`src/rtl/fixed_point_mac_accumulator.sv`:
```
// Streaming accumulate/requantize stage for fixed_point_multiplication products.
// Sums a packet in a guard-bit accumulator, then rounds and saturates on last.
module fixed_point_mac_accumulator #(
    parameter int N1    = 8,
    parameter int N2    = 8,
    parameter int M1    = 8,
    parameter int M2    = 8,
    parameter int G     = 8,
    parameter int N_OUT = 8,
    parameter int M_OUT = 8,
    parameter int CW    = 8
) (
    input  logic                          clk,
    input  logic                          rst,
    input  logic                          in_valid,
    output logic                          in_ready,
    input  logic [N1+N2+M1+M2-1:0]        in_product,
    input  logic                          in_last,
    output logic                          out_valid,
    input  logic                          out_ready,
    output logic [N_OUT+M_OUT-1:0]        out_result,
    output logic                          out_sat,
    output logic [CW-1:0]                 out_count
);
    localparam int PW = N1 + N2 + M1 + M2;
    localparam int AW = PW + G;
    localparam int OW = N_OUT + M_OUT;
    localparam int SH = M1 + M2 - M_OUT;

    localparam logic [AW-1:0] ACC_MAX = {1'b0, {(AW-1){1'b1}}};
    localparam logic [AW-1:0] ACC_MIN = {1'b1, {(AW-1){1'b0}}};
    localparam logic [OW-1:0] OUT_MAX = {1'b0, {(OW-1){1'b1}}};
    localparam logic [OW-1:0] OUT_MIN = {1'b1, {(OW-1){1'b0}}};
    localparam logic [AW:0]   HALF    = (AW+1)'(1) << (SH-1);

    typedef enum logic [1:0] {
        ACCUM,
        ROUND,
        OUTPUT
    } state_t;

    state_t               state_q;
    logic [AW-1:0]        acc_q;
    logic [AW-1:0]        acc_d;
    logic [CW-1:0]        cnt_q;
    logic [CW-1:0]        cnt_d;
    logic                 ovf_q;
    logic                 ovf_d;
    logic [AW:0]          sum_d;
    logic signed [AW:0]   half_sum_d;
    logic signed [AW:0]   rnd_d;
    logic [OW-1:0]        res_d;
    logic                 sat_d;

    assign in_ready  = (state_q == ACCUM) && !rst;
    assign out_valid = (state_q == OUTPUT);

    // Saturating accumulate of the incoming product and saturating beat count
    always_comb begin
        sum_d = {acc_q[AW-1], acc_q}
              + {{(G+1){in_product[PW-1]}}, in_product};
        acc_d = sum_d[AW-1:0];
        ovf_d = ovf_q;
        if (sum_d[AW] != sum_d[AW-1]) begin
            acc_d = sum_d[AW] ? ACC_MIN : ACC_MAX;
            ovf_d = 1'b1;
        end
        cnt_d = (&cnt_q) ? cnt_q : cnt_q + 1'b1;
    end

    // Round half up at AW+1 bits, then clamp into the output range
    always_comb begin
        half_sum_d = $signed({acc_q[AW-1], acc_q} + HALF);
        rnd_d      = half_sum_d >>> SH;
        res_d      = rnd_d[OW-1:0];
        sat_d      = 1'b0;
        if (!rnd_d[AW] && (|rnd_d[AW-1:OW-1])) begin
            res_d = OUT_MAX;
            sat_d = 1'b1;
        end else if (rnd_d[AW] && !(&rnd_d[AW-1:OW-1])) begin
            res_d = OUT_MIN;
            sat_d = 1'b1;
        end
    end

    // Packet FSM: accumulate, round for one cycle, hold result until taken
    always_ff @(posedge clk or posedge rst) begin
        if (rst) begin
            state_q    <= ACCUM;
            acc_q      <= '0;
            cnt_q      <= '0;
            ovf_q      <= 1'b0;
            out_result <= '0;
            out_sat    <= 1'b0;
            out_count  <= '0;
        end else begin
            unique case (state_q)
                ACCUM: begin
                    if (in_valid && in_ready) begin
                        acc_q <= acc_d;
                        cnt_q <= cnt_d;
                        ovf_q <= ovf_d;
                        if (in_last) begin
                            state_q <= ROUND;
                        end
                    end
                end
                ROUND: begin
                    out_result <= res_d;
                    out_sat    <= ovf_q | sat_d;
                    out_count  <= cnt_q;
                    state_q    <= OUTPUT;
                end
                OUTPUT: begin
                    if (out_ready) begin
                        acc_q   <= '0;
                        cnt_q   <= '0;
                        ovf_q   <= 1'b0;
                        state_q <= ACCUM;
                    end
                end
                default: begin
                    state_q <= ACCUM;
                end
            endcase
        end
    end

endmodule

```
`config.mk`:
```
export PLATFORM = sky130hd
export DESIGN_NAME = fixed_point_mac_accumulator
export DESIGN_NICKNAME = d
export VERILOG_FILES = /design/src/rtl/fixed_point_mac_accumulator.sv
export SDC_FILE = /design/constraint.sdc
export NUM_CORES = 1
export LEC_CHECK = 0
export ABC_AREA = 0
export CAP_MARGIN = 25
export CORE_ASPECT_RATIO = 1.5
export CORE_MARGIN = 2
export CORE_UTILIZATION = 30
export CTS_CLUSTER_SIZE = 10
export DETAILED_ROUTE_END_ITERATION = 16
export MAX_ROUTING_LAYER = met4
export SLEW_MARGIN = 5
export SYNTH_ARGS = -nofsm -noshare
export SYNTH_HDL_FRONTEND = slang
export SYNTH_SLANG_ARGS = --single-unit
```
`constraint.sdc`:
```
create_clock -name clk -period 4.1 [get_ports clk]
set_input_delay 0.82 -clock clk [delete_from_list [all_inputs] [get_ports clk]]
set_output_delay 0.82 -clock clk [all_outputs]
set_load 0.01 [all_outputs]
```
==> metrics, run 1 <==
CP Data Arrival Time 4140 ps; CORE AREA 0.0198 mm^2; grt met2 use 0.302; Non-Filler Instances 1144; achievable frequency 255 MHz; Post-Route Utilization 0.385; Area Growth Syn to Fin 25.5%; placed insts 1129; Syn Nets 863; CP Max Fanout 33; Hold Path Class reg2reg; Design Power 5430 uW; clk_skew 6.04 ps; fin crit period 3920 ps; Logic pwr share 0.589; status completed; drt first-iter violations 295; area of the die 0.0214 mm^2; ant diodes 0; distinct cell type count after synthesis 68; Sw Ratio 0.439; Sw Pwr 2380 uW; row count 63; Die Wd 120 um; post-synthesis sequential area ratio 0.313; Setup Crit Path Kind in2reg; IO Pins 64; Nets 960; DPL Wire Length 13.2 mm; Required @ worst endpoint 4320 ps; period utilisation layout 0.956; YS warnings 0; placer congestion estimate 0.920; met1 usage in global routing 0.186; Post-synth EDFFs 0; post-DR vias/cell 5.08; internal power 3050 uW; Initial Util 0.307; CTS tree done; Hold Path Depth 2; Max transition margin 0.503; CTS HTree Levels 3; Fillers 2034; layout cells sized above 1 0.0995; wire per inst 14.8 um; Clock power frac 0.143; number of buffers created by CTS 9; first-pass GRT wire length 28.0 mm; max_cap viols 0; peak supply drop 0.288 mV; vias in the first global route 5797; ys flop type dfrtp_1; mapped cell area 0.00607 mm^2; final max-slew violation count 0; syn avg cell area 7.75 um^2; Leak Pwr 0.00345 uW; Clk Latency, worst-skew pair 340 ps; grt peak-use layer met2; Sequential Power Share 0.269; Detailed Routing Iterations Pass 1 4; post-synthesis register bit count 76; GR Util All Layers 0.168; clk sinks 76; largest net degree at the start of global routing 43; Die Ht 178 um; async set or reset register ratio after synthesis 1.00; drt total wl 16.9 mm; unrepaired setup endpoints after global routing false; DRC 0; Worst Tran Pin Value 745 ps; vias 5816; Mapped Cells 783; Remaining Overflow, GRT 0; R2R cell count 12; power per cell area 712 mW/mm^2; CTS root buffer clkbuf_16; Fin. Hold Viols 0; initial antenna violation count 0; Startpoint Class input pin; Port Buffers 63; GR Util met3 0.0182; CP endpoint kind flip-flop; # setup viols final 0; Routed Antenna Nets 0; Reg clk slew, reported paths 60 ps; clk buf depth 2
## cell families after synthesis
| kind of cell | Yosys count | synth area share |
|---|---|---|
| fa+ha+maj | 43 | 0.0899 |
| xor+xnor | 61 | 0.0880 |
| mux | 2 | 0.00350 |
| simple gates | 342 | 0.261 |
| flops | 76 | 0.313 |
| buf+inv | 53 | 0.0348 |
| compound gates | 206 | 0.209 |
## cells in the final DEF, fill, tap and decap left out, types with 3 or more instances in the layout
cell,instances
and2_1,9
o21a_1,3
a41oi_1,3
nor3_1,37
nand2b_1,5
nor2_1,51
clkdlybuf4s50_1,63
nand3_1,33
and3_1,16
a21boi_0,3
o21ai_1,3
xor2_1,25
or3_1,6
dfrtp_1,76
inv_1,20
or2_2,3
xnor2_1,36
o21ai_0,75
nand2_1,151
o211ai_1,4
nor4_1,5
ha_1,42
a21oi_1,66
buf_4,53
a31oi_1,6
clkinv_2,4
clkbuf_16,9
nor2b_1,4
nand4_1,9
a21o_1,9
## synthesized netlist by cell type, types with 2 or more instances
library cell / n / share of area
nor4_1: 5 / 0.0052
o21ai_2: 2 / 0.0029
clkbuf_1: 26 / 0.016
a211oi_1: 2 / 0.0025
and2_1: 9 / 0.0093
or4_1: 2 / 0.0025
o21ai_0: 75 / 0.062
o21bai_1: 2 / 0.0025
inv_1: 21 / 0.013
a21boi_0: 3 / 0.0037
or3_1: 6 / 0.0062
xor2_1: 25 / 0.036
nand3_1: 33 / 0.027
xnor2_1: 36 / 0.052
o31ai_1: 2 / 0.0025
o311ai_0: 2 / 0.0029
o22ai_1: 2 / 0.0021
nor3_1: 37 / 0.031
a21o_1: 9 / 0.011
a21oi_1: 66 / 0.054
dfrtp_1: 76 / 0.31
o211a_1: 2 / 0.0033
o21a_1: 3 / 0.0037
nand4_1: 9 / 0.0093
a211o_1: 2 / 0.0029
nand2b_1: 5 / 0.0052
nor2b_1: 4 / 0.0041
ha_1: 42 / 0.087
nor4b_1: 2 / 0.0029
nor2_1: 52 / 0.032
clkbuf_2: 2 / 0.0016
o211ai_1: 4 / 0.0049
nand2_1: 151 / 0.093
a31oi_1: 6 / 0.0062
o21ai_1: 3 / 0.0025
nand3b_1: 2 / 0.0025
or2_2: 3 / 0.0031
buf_2: 2 / 0.0016
and3_1: 16 / 0.016
a41oi_1: 3 / 0.0043
and4_1: 2 / 0.0029
## flip-flops by register name (all words and copies together), names as in the netlist
signal      cells
out_result     16
state_q         2
out_count       8
acc_q          40
ovf_q           1
cnt_q           8
out_sat         1
## final cells by class
type / count / area, um^2 / area share
multi-input cells: 654 / 3960 / 0.520
flip-flops and latches: 76 / 1900 / 0.250
repair buffers: 118 / 1070 / 0.140
well taps: 260 / 325 / 0.0427
clock buffers: 10 / 229 / 0.0301
inverters: 21 / 80.1 / 0.0105
clock inverters: 5 / 53.8 / 0.00706
## routing by layer
layer / share of wire / vias up
li1: - / 2983
met1: 0.42 / 2718
met2: 0.53 / 97
met3: 0.027 / 18
met4: 0.022 / 0
met5: 0 / -
## worst paths after layout
check                                     end  slack [ps]           from
min in group asynchronous           acc_q[37]         940            rst
worst max-delay path                 acc_q[2]         180  in_product[0]
worst min register to register   out_count[6]         470   out_count[6]
worst max register to register       acc_q[2]         760       acc_q[9]
max in group asynchronous       out_result[3]        2420            rst
worst min-delay path             out_count[6]         470   out_count[6]
## critical path, stage by stage
cell             delay (ps)
clkdlybuf4s50_1         460
ha_1                    180
fa_1                    240
a211oi_1                110
o21ai_2                 190
a41oi_2                 170
o41a_4                  400
o211a_4                 280
o31ai_4                 280
a2111oi_1               100
a311o_2                 450
buf_12                  190
o21ai_0                 190
nand2_1                  70
## power groups by stage
stage / logic (uW) / clock network, uW / registers [uW]
floorplan: 2110 / 0 / 1380
detailed placement: 3180 / 0 / 1470
global placement: 3160 / 0 / 1470
CTS: 3190 / 800 / 1460
global route: 3570 / 834 / 1520
finish: 3190 / 775 / 1460
## per-stage QoR
step                      setup TNS [ps]  setup WS (ps)  hold slack (ps)  cell area (um^2)
after detailed placement           -4840           -159              463              7340
after floorplan                        0            453              443              6070
final                                  0            178              470              7620
after global placement             -2160          -81.6              459              7340
after CTS                              0            191              477              7620
after global routing                   0           11.8              495              7620
## what timing repair did
| action | in CTS | in global routing |
|---|---|---|
| resized for setup | 0 | 1 |
| hold buffers | 0 | 0 |
| buffers inserted | 0 | 0 |
| endpoints found under the setup margin | 0 | 1 |
Power figures use the tool's default switching activity.
==> run 2, diff against run 1 <==
- CELL_PAD_IN_SITES_DETAIL_PLACEMENT: not set -> 1
- CELL_PAD_IN_SITES_GLOBAL_PLACEMENT: not set -> 2
- PLACE_DENSITY_LB_ADDON: not set -> 0.1
==> run 2 against run 1 <==
Via count grew 3.5%. Largest power group unchanged. Clock skew hardly changed. Worst hold slack gained 1.1 ps. Global-route usage grew 3.5 points. Critical path depth unchanged. Cell area up 0.34%. Maximum frequency grew 0.15%.
==> metrics, run 2 (synthesized netlist as in run 1, its figures left out) <==
Fillers 2394 (+18%); IO Pins 64 (unchanged); max reg flops 40 (unchanged); CTS root buffer clkbuf_16; first-pass GRT wire length 33.2 mm (+19%); Non-Filler Instances 1148 (+0.35%); DPL Wire Length 15.6 mm (+18%); setup bufs post-CTS 0 (unchanged); Initial Util 0.307 (unchanged); vias in the first global route 6539 (+13%); Die Wd 120 um (unchanged); Max transition margin 0.532 (+0.0291); largest net degree at the start of global routing 44 (+2.3%); GR Util All Layers 0.202 (+0.0347); WHS 472 ps (+1.08 ps); CP endpoint kind flip-flop; Leak Pwr 0.00345 uW (about the same); Resize count post-CTS 0 (unchanged); Port Buffers 63 (unchanged); CP Max Fanout 28 (-15%); initial antenna violation count 0 (unchanged); row count 63 (unchanged); CTS Hold Bufs 0 (unchanged); CP Cell Sequence clkdlybuf4s50_1 -> ha_1 -> fa_1 -> a211oi_1 -> o21ai_2 -> a41oi_2 -> o41a_4 -> o211a_4 -> o31ai_4 -> a2111oi_1 -> a311o_2 -> buf_12 -> o21ai_0 -> nand2_1; number of buffers created by CTS 9 (unchanged); CP top delay family compound AO/OA/AOI/OAI gates; Hold Path Class reg2reg; Required @ worst endpoint 4340 ps (+20 ps); area of the die 0.0214 mm^2 (unchanged); CP Data Arrival Time 4150 ps (about the same); Nets 962 (+0.21%); most common cell after layout, fill and taps aside nand2_1; Biggest register acc_q; worst reg2reg setup slack 660 ps (-100 ps); final max-slew violation count 0 (unchanged); Startpoint Class input pin; most frequent cells in the layout nand2_1, dfrtp_1, o21ai_0; Area Growth Syn to Fin 25.9%; achievable frequency 255 MHz (+0.15%); Die Ht 178 um (unchanged); Clk Latency, worst-skew pair 360 ps (+20 ps); clk_skew 6.03 ps (-0.00669 ps); Detailed Routing Iterations Pass 1 7 (+3); Critical path buffers and inverters 2 (unchanged); clk buf depth 2 (unchanged); max_cap viols 0 (unchanged); unrepaired setup endpoints after global routing false; Routed Antenna Nets 0 (unchanged); CTS tree done; largest stage delay on the critical path 460 ps (about the same); CTS HTree Levels 3 (unchanged); peak supply drop 0.220 mV (-23%); Post-Route Utilization 0.386 (+0.00133); post-DR vias/cell 5.24 (+3.2%); Setup Crit Path Kind in2reg; largest registers acc_q (40), out_result (16); power per cell area 727 mW/mm^2 (+2.1%); Reg clk slew, reported paths 60 ps (about the same); drt first-iter violations 262 (-11%); # setup viols final 0 (unchanged); drt total wl 20.0 mm (+18%); layout cells sized above 1 0.101 (+0.00192); period utilisation layout 0.955 (-0.00146); Worst Tran Pin Value 701 ps (-44.7 ps); crit path max-delay cell type clkdlybuf4s50_1; status completed; clk sinks 76 (unchanged); CORE AREA 0.0198 mm^2 (unchanged); Remaining Overflow, GRT 0 (unchanged); Fin. Hold Viols 0 (unchanged); DRC 0 (unchanged); wire per inst 17.4 um (+18%); vias 6021 (+3.5%); placer congestion estimate 0.857 (-6.8%); fin crit period 3920 ps (-5.97 ps); placed insts 1131 (+0.18%)
-- run 2: layout make-up --
class                      count  area [um^2]  area share
antenna                        1         2.50    0.000327
clock buffer                  12          246      0.0322
clock inverter                 4         25.0     0.00327
inverter                      21         80.1      0.0105
multi-input combinational    654         3960       0.518
sequential                    76         1900       0.249
tap                          260          325      0.0426
timing repair buffer         120         1100       0.144
-- run 2: layer usage --
metal / vias to the layer above / global-route usage / routed length (um)
li1: 2969 / - / -
met1: 2945 / 0.225 / 8500
met2: 85 / 0.371 / 10600
met3: 22 / 0.0291 / 506
met4: 0 / 0.0618 / 369
met5: - / - / 0
-- run 2: path summary, 6_finish.rpt --
check                         startpoint  cells past startpoint         end
min in group asynchronous            rst                      3  state_q[0]
max in group asynchronous            rst                      4    acc_q[8]
min reg2reg                     acc_q[6]                      2    acc_q[6]
max reg2reg                    acc_q[26]                     11   acc_q[14]
min                             acc_q[6]                      2    acc_q[6]
max                        in_product[0]                     14   acc_q[14]
-- run 2: power breakdown --
group / internal, uW / total, uW / leakage, uW / switching, uW
Combinational: 1550 / 3310 / 0.00238 / 1760
Clock: 425 / 764 / 0.000129 / 339
Sequential: 1060 / 1480 / 0.000936 / 424
-- run 2: metrics by stage --
stage          setup TNS, ps  total power (uW)  area, um^2  setup slack [ps]
3_5_place_dp           -5150              4830        7370              -172
4_1_cts                    0              5630        7640               185
6_report                   0              5560        7640               184
5_1_grt                    0              6080        7640              9.33
3_3_place_gp           -2840              4730        7340              -112
2_1_floorplan              0              3490        6070               453
-- run 2: worst min-delay path: stages (launching register included) --
cell,delay [ps]
dfrtp_1,340
nand2_1,50
nand2_1,50
